### src/rtl/rgb_matrix_pkg.sv
// Shared types and constants for the 3x4 RGB matrix scanner and its frame store.
package rgb_matrix_pkg;

  localparam int NUM_COLS = 4;
  localparam int NUM_ROWS = 3;
  localparam logic [2:0] ROW_OFF = 3'b111;

  typedef logic [2:0] pixel_t;
  typedef logic [NUM_ROWS-1:0][2:0] column_t;
  typedef logic [NUM_COLS-1:0][NUM_ROWS-1:0][2:0] frame_t;

  typedef enum logic [1:0] {IDLE, BLANK, DRIVE} scan_state_t;

  function automatic logic [NUM_COLS-1:0] col_onehot(input logic [1:0] c);
    return {{(NUM_COLS-1){1'b0}}, 1'b1} << c;
  endfunction

endpackage

### src/rtl/rgb_frame_store.sv
// Double-buffered pixel store: clients write the back buffer, a swap copies it
// whole into the front buffer, and the scanner reads one front column at a time.
module rgb_frame_store
  import rgb_matrix_pkg::*;
(
  input  logic       clock,
  input  logic       n_reset,
  input  logic       wr_en,
  input  logic [1:0] wr_col,
  input  logic [1:0] wr_row,
  input  pixel_t     wr_rgb,
  input  logic       swap,
  input  logic [1:0] rd_col,
  output column_t    rd_data
);

  frame_t back;
  frame_t front;

  // Non-blocking copy means a write on the swap edge lands in back only,
  // while front takes the pre-edge back contents.
  always_ff @(posedge clock or negedge n_reset) begin
    if (!n_reset) begin
      back  <= '0;
      front <= '0;
    end else begin
      if (wr_en && (wr_row < 2'(NUM_ROWS))) begin
        back[wr_col][wr_row] <= wr_rgb;
      end
      if (swap) begin
        front <= back;
      end
    end
  end

  assign rd_data = front[rd_col];

endmodule

### src/rtl/rgb_matrix_scanner.sv
// Column-scanning driver for a 3x4 RGB LED matrix with blanking between columns.
//   state | meaning
//   IDLE  | scan parked, outputs blank, pending swap applied here
//   BLANK | all LEDs off for BLANK_CYCLES before the current column
//   DRIVE | current column lit for DWELL_CYCLES
module rgb_matrix_scanner
  import rgb_matrix_pkg::*;
#(
  parameter int DWELL_CYCLES = 4096,
  parameter int BLANK_CYCLES = 16
) (
  input  logic       clock,
  input  logic       n_reset,
  input  logic       enable,
  input  logic       wr_en,
  input  logic [1:0] wr_col,
  input  logic [1:0] wr_row,
  input  logic [2:0] wr_rgb,
  input  logic       swap_req,
  output logic       swap_pending,
  output logic       swap_done,
  output logic       frame_start,
  output logic [2:0] row1,
  output logic [2:0] row2,
  output logic [2:0] row3,
  output logic [3:0] RGB_Column
);

  localparam int MAX_CYC = (DWELL_CYCLES > BLANK_CYCLES) ? DWELL_CYCLES : BLANK_CYCLES;
  localparam int CW = $clog2(MAX_CYC + 1);
  localparam logic [CW-1:0] DWELL_LOAD = CW'(DWELL_CYCLES - 1);
  localparam logic [CW-1:0] BLANK_LOAD = CW'(BLANK_CYCLES - 1);
  localparam logic [1:0] LAST_COL = 2'(NUM_COLS - 1);

  scan_state_t   state;
  scan_state_t   nxt_state;
  logic [1:0]    col;
  logic [1:0]    nxt_col;
  logic [CW-1:0] cnt;
  logic [CW-1:0] nxt_cnt;
  logic          nxt_fs;
  logic          swap_now;
  column_t       rd_data;

  // Frame boundary: last cycle of column 3 DRIVE, or any cycle parked in IDLE.
  assign swap_now = swap_pending &&
                    ((state == IDLE) ||
                     ((state == DRIVE) && (col == LAST_COL) && (cnt == '0)));

  rgb_frame_store u_store (
    .clock   (clock),
    .n_reset (n_reset),
    .wr_en   (wr_en),
    .wr_col  (wr_col),
    .wr_row  (wr_row),
    .wr_rgb  (wr_rgb),
    .swap    (swap_now),
    .rd_col  (nxt_col),
    .rd_data (rd_data)
  );

  always_comb begin
    nxt_state = state;
    nxt_col   = col;
    nxt_cnt   = cnt;
    nxt_fs    = 1'b0;
    if (!enable) begin
      nxt_state = IDLE;
      nxt_col   = '0;
      nxt_cnt   = '0;
    end else begin
      case (state)
        IDLE: begin
          nxt_state = BLANK;
          nxt_col   = '0;
          nxt_cnt   = BLANK_LOAD;
          nxt_fs    = 1'b1;
        end
        BLANK: begin
          if (cnt == '0) begin
            nxt_state = DRIVE;
            nxt_cnt   = DWELL_LOAD;
          end else begin
            nxt_cnt = cnt - CW'(1);
          end
        end
        DRIVE: begin
          if (cnt == '0) begin
            nxt_state = BLANK;
            nxt_col   = col + 2'd1;
            nxt_cnt   = BLANK_LOAD;
            nxt_fs    = (col == LAST_COL);
          end else begin
            nxt_cnt = cnt - CW'(1);
          end
        end
        default: begin
          nxt_state = IDLE;
          nxt_col   = '0;
          nxt_cnt   = '0;
        end
      endcase
    end
  end

  // Pins are registered from the next-state values so they track the state register.
  always_ff @(posedge clock or negedge n_reset) begin
    if (!n_reset) begin
      state        <= IDLE;
      col          <= '0;
      cnt          <= '0;
      frame_start  <= 1'b0;
      swap_done    <= 1'b0;
      swap_pending <= 1'b0;
      RGB_Column   <= '0;
      row1         <= ROW_OFF;
      row2         <= ROW_OFF;
      row3         <= ROW_OFF;
    end else begin
      state       <= nxt_state;
      col         <= nxt_col;
      cnt         <= nxt_cnt;
      frame_start <= nxt_fs;
      swap_done   <= swap_now;
      if (swap_now) begin
        swap_pending <= 1'b0;
      end else if (swap_req) begin
        swap_pending <= 1'b1;
      end
      if (nxt_state == DRIVE) begin
        RGB_Column <= col_onehot(nxt_col);
        row1       <= ~rd_data[0];
        row2       <= ~rd_data[1];
        row3       <= ~rd_data[2];
      end else begin
        RGB_Column <= '0;
        row1       <= ROW_OFF;
        row2       <= ROW_OFF;
        row3       <= ROW_OFF;
      end
    end
  end

endmodule
### config.mk
export PLATFORM = sky130hd
export DESIGN_NAME = rgb_matrix_scanner
export DESIGN_NICKNAME = d
export VERILOG_FILES = /design/src/rtl/rgb_matrix_pkg.sv /design/src/rtl/rgb_frame_store.sv /design/src/rtl/rgb_matrix_scanner.sv
export SDC_FILE = /design/constraint.sdc
export NUM_CORES = 1
export LEC_CHECK = 0
export ABC_AREA = 1
export CAP_MARGIN = 20
export CORE_AREA = 5 5 139 75
export DETAILED_ROUTE_END_ITERATION = 6
export DIE_AREA = 0 0 144 80
export DONT_BUFFER_PORTS = 1
export GPL_ROUTABILITY_DRIVEN = 0
export PLACE_DENSITY_LB_ADDON = 0.12
export SYNTH_ARGS = -nofsm -noshare
export SYNTH_HDL_FRONTEND = slang
export SYNTH_HIERARCHICAL = 1
export SYNTH_SLANG_ARGS = --single-unit
### constraint.sdc
create_clock -name clock -period 2.85 [get_ports clock]
set_input_delay 0.1425 -clock clock [delete_from_list [all_inputs] [get_ports clock]]
set_output_delay 0.1425 -clock clock [all_outputs]
set_load 0.05 [all_outputs]
==> summary.md <==
The run gives 3.25 mW as the internal power summed over all cells. In the routed layout, each cell is associated on average with a via count of 5.17. The average routed wire per standard cell works out to 16.6 um.

Cells fill 58.8% of the core in the end. The post-cts repair resize count came out at 0. The Yosys step of the flow raised 6 warnings. The total stage count of the critical path came out at 12. The clock input transition at the sequential cells of the worst setup and hold paths was 0.07 ns; the slew at the pin closest to its max-slew limit was 0.684 ns.

In this run the power density over the cells is 991 nW/um^2. The average instance in the mapped netlist occupies 8.86 um^2. The count of pins on the block boundary is 28. The final count of negative-setup-slack endpoints was 0. For this run, the post-layout net count is 570.

End point of the most critical hold path: u_store/back[19]$_DFFE_PN0P_. By area the synthesized netlist is led by sky130_fd_sc_hd__dfrtp_1, sky130_fd_sc_hd__nand2_1, sky130_fd_sc_hd__dfstp_2. The dominant synthesized flop cell is sky130_fd_sc_hd__dfrtp_1. The logic depth of the worst register-to-register path was 12. In this run the most critical hold path is launched from wr_col[0]. The routed design uses 782 um of met3 wire. In this run the critical register-to-register path is captured at row2[1]$_DFF_PN1_. Registers are responsible for 43.6% of the overall power. The flow ran to the end, and the final reports show no timing, DRC or antenna violations.

The first detailed-routing pass took 5 iterations. The fraction of final layout cells with drive strength greater than 1 is 13.5%, and the post-synthesis cell area is 4840 um^2. The highest metal layer used by the detailed router was met4. The number of global-route vias before repair was 3203. The headroom to the max-slew limit is 54.2%. The final number of hold-violating endpoints is 0. The post-route met1 wirelength is 6580 um.

For this run, the slowest stage of the critical path takes 0.41 ns. Final hold analysis gives a worst-case slack of 0.00251 ns. Entering global routing, the biggest net connects 106 pins. The number of pins with negative max-slew slack in the final report was 0. The overflow left after global routing is 0, and the worst hold path cell count is 3. After technology mapping, the gate count stands at 546. The initial antenna violation count was 0. TritonCTS built the clock tree.

Sequential elements use 54.5% of the synthesized area. Required time at the worst-slack endpoint: 3.11 ns. The clock skew came out at 0.00702 ns. The cell family contributing the most delay on the critical path is simple AND/OR/NAND/NOR gates. Counting flops with a built-in enable in the synthesized netlist gives 0.

In this run the worst path has a maximum fanout of 21. STA classifies the critical path startpoint as a register. For the number of distinct library cells after synthesis, the log shows 28.

The final layout contains routed wiring with a total length of 11200 um. The tools report the sum of negative setup slack as 0 ns. Setup repair after global routing left no endpoint under its margin.

The die is 80 um tall. The run gives 25 as the number of placement rows. In this run the static leakage power is 2.60 nW. The portion of total power attributed to the clock network was 23.8%. The time the final worst path needs with I/O delays and setup was 2.29 ns.

The overall fraction of global-route tracks in use is 21.0%. For the half-perimeter wire length of the detailed placement result, the log shows 7930 um. By count the netlist is led by sky130_fd_sc_hd__nand2_1, sky130_fd_sc_hd__dfrtp_1, sky130_fd_sc_hd__inv_1. The die width works out to 144 um. After detailed routing, the met2 layer carries 3820 um of wire. The clock latency on the worst-skew pair came out at 0.35 ns. Of all flip-flops after synthesis, the portion carrying an async set or reset was 100%.

The critical path goes through inv_1, ha_1, nor2_1, inv_1, nand3_1, nand2_1, nand2_2, inv_1, a21oi_1, o21ai_0, nand2_1, nand2_1. IR analysis of the VDD net gives a maximum drop of 0.607 mV. Count of unresolved DRC violations after routing: 0. The number of buffers added on ports works out to 0.

Buffers plus inverters on the worst setup path: 3. The via count was 3502. The tools report the buffer cell driving the clock tree root as sky130_fd_sc_hd__clkbuf_16. The clock passes through at most 2 buffers. Die footprint: 11500 um^2. TritonCTS created 9 clock buffers. The combinational cell fraction of total power is 32.7%. The total power was 5.30 mW. The tool flagged a number of max-cap violations equal to 0.

The tree built by TritonCTS fans out to 105 sinks. The analysis attributes to net switching a power of 2.05 mW. In this run the worst hold path is classified as in2reg.

For this design, the slowest cell found on the critical path is sky130_fd_sc_hd__dfrtp_1. The residual antenna-violating net count after detailed routing was 0. The net count of the mapped netlist was 565.

Buffers inserted to repair hold after CTS numbered 10. Data on the critical path arrives at its endpoint at 2.55 ns. The core region is 9100 um^2. The share of total power consumed by net switching came out at 38.8%. In this run the register-to-register setup slack is 0.56 ns.

The tools report the global-route wire length before repair as 18100 um. The worst setup path is captured at a register. Counting the fill cells in the layout gives 798. Relative to the synthesized area, the layout overhead comes to 10.5%.

The final critical path takes up 80.5% of the cycle. The cell accounting for the most synthesized area is sky130_fd_sc_hd__dfrtp_1. The number of synthesized register bits was 105. The initial core utilization came out at 53.2%.

The worst register-to-register path begins at state[0]$_DFF_PN0_. By startpoint and endpoint, the worst setup path is classified as reg2reg. For this run, the top clock speed supported by timing is 0.436 GHz. Once the clock tree was built, the setup fixing pass inserted 0 buffers.

The library cell with the highest instance count after synthesis was sky130_fd_sc_hd__nand2_1. For the DRC violation total after the first TritonRoute iteration, the log shows 303. The total inserted antenna cells is 0, and the count of H-tree levels built during CTS is 3. Area fraction of the dominant cell type after synthesis: 49.6%.
-- kinds of logic after synthesis --
kind of cell | after synthesis | synth area share, %
flops | 105 | 54.5
buf+inv | 80 | 6.80
fa+ha+maj | 7 | 1.81
mux | 12 | 2.79
simple gates | 258 | 23.7
xor+xnor | 7 | 1.27
compound gates | 77 | 9.10
-- worst register-to-register path, cell delays in order, from the launching register on --
cell,delay (ns)
sky130_fd_sc_hd__dfrtp_1,0.41
sky130_fd_sc_hd__inv_1,0.08
sky130_fd_sc_hd__ha_1,0.24
sky130_fd_sc_hd__nor2_1,0.26
sky130_fd_sc_hd__inv_1,0.14
sky130_fd_sc_hd__nand3_1,0.11
sky130_fd_sc_hd__nand2_1,0.06
sky130_fd_sc_hd__nand2_2,0.09
sky130_fd_sc_hd__inv_1,0.28
sky130_fd_sc_hd__a21oi_1,0.28
sky130_fd_sc_hd__o21ai_0,0.11
sky130_fd_sc_hd__nand2_1,0.08
sky130_fd_sc_hd__nand2_1,0.06
-- layer usage --
metal	track usage (%)	vias to the layer above
li1	-	1744
met1	37.0	1659
met2	23.3	94
met3	6.28	5
met4	4.79	0
met5	0	-
-- power groups by stage --
stage               Combinational (mW)  Clock [mW]  Sequential [mW]
floorplan                         1.31           0             2.22
global placement                  1.61           0             2.32
detailed placement                1.65           0             2.33
CTS                               1.72        1.28             2.30
global route                      1.94        1.34             2.36
finish                            1.73        1.26             2.31
-- cell usage in the layout, fill, tap and decap left out, types with 3 or more instances in the layout --
cell type,n
sky130_fd_sc_hd__clkbuf_16,9
sky130_fd_sc_hd__dfrtp_1,96
sky130_fd_sc_hd__nor2_2,13
sky130_fd_sc_hd__o211ai_1,9
sky130_fd_sc_hd__inv_1,57
sky130_fd_sc_hd__xnor2_1,4
sky130_fd_sc_hd__nand3_1,14
sky130_fd_sc_hd__nor2_4,4
sky130_fd_sc_hd__xor2_1,3
sky130_fd_sc_hd__nand4_1,16
sky130_fd_sc_hd__nor2_1,33
sky130_fd_sc_hd__nand3_2,4
sky130_fd_sc_hd__a21oi_1,21
sky130_fd_sc_hd__dlygate4sd3_1,9
sky130_fd_sc_hd__nand2_1,164
sky130_fd_sc_hd__o21bai_1,13
sky130_fd_sc_hd__mux2_2,12
sky130_fd_sc_hd__buf_4,5
sky130_fd_sc_hd__dfstp_2,9
sky130_fd_sc_hd__nand2_2,5
sky130_fd_sc_hd__o21ai_0,34
sky130_fd_sc_hd__inv_6,3
sky130_fd_sc_hd__ha_1,7
-- cell type report --
cell class	instances	area, um^2	area share (%)
sequential	105	2640	49.3
inverter	59	221	4.14
clock buffer	9	225	4.21
timing repair buffer	15	155	2.90
tap	121	151	2.83
clock inverter	7	76.3	1.43
multi-input combinational	361	1880	35.2
-- worst max-delay path by stage --
| stage | start | end | slack, ns |
|---|---|---|---|
| 2_1_floorplan | cnt[0]$_DFF_PN0_ | u_store/front[0]$_DFFE_PN0P_ | 0.85 |
| 3_3_place_gp | cnt[0]$_DFF_PN0_ | u_store/front[4]$_DFFE_PN0P_ | 0.62 |
| 3_5_place_dp | cnt[0]$_DFF_PN0_ | u_store/front[0]$_DFFE_PN0P_ | 0.59 |
| 4_1_cts | cnt[0]$_DFF_PN0_ | u_store/front[3]$_DFFE_PN0P_ | 0.57 |
| 5_1_grt | cnt[0]$_DFF_PN0_ | u_store/front[12]$_DFFE_PN0P_ | 0.34 |
| 6_report | state[0]$_DFF_PN0_ | row2[1]$_DFF_PN1_ | 0.56 |
-- through the flow --
stage	cell area (um^2)	setup slack, ns	std cells
detailed placement	4930	0.589	651
global route	5350	0.344	677
CTS	5350	0.566	677
global placement	4930	0.616	651
finish	5350	0.557	677
floorplan	4840	0.854	546
-- sequential cells by signal, summed over array words and instances, names as in the netlist, 2 cells and up --
signal and flops:
cnt 13, RGB_Column 4, col 2, state 2, row1 3, u_store/back 36, row2 3, u_store/front 36
row3 3
(Power assumes the default switching activity.)
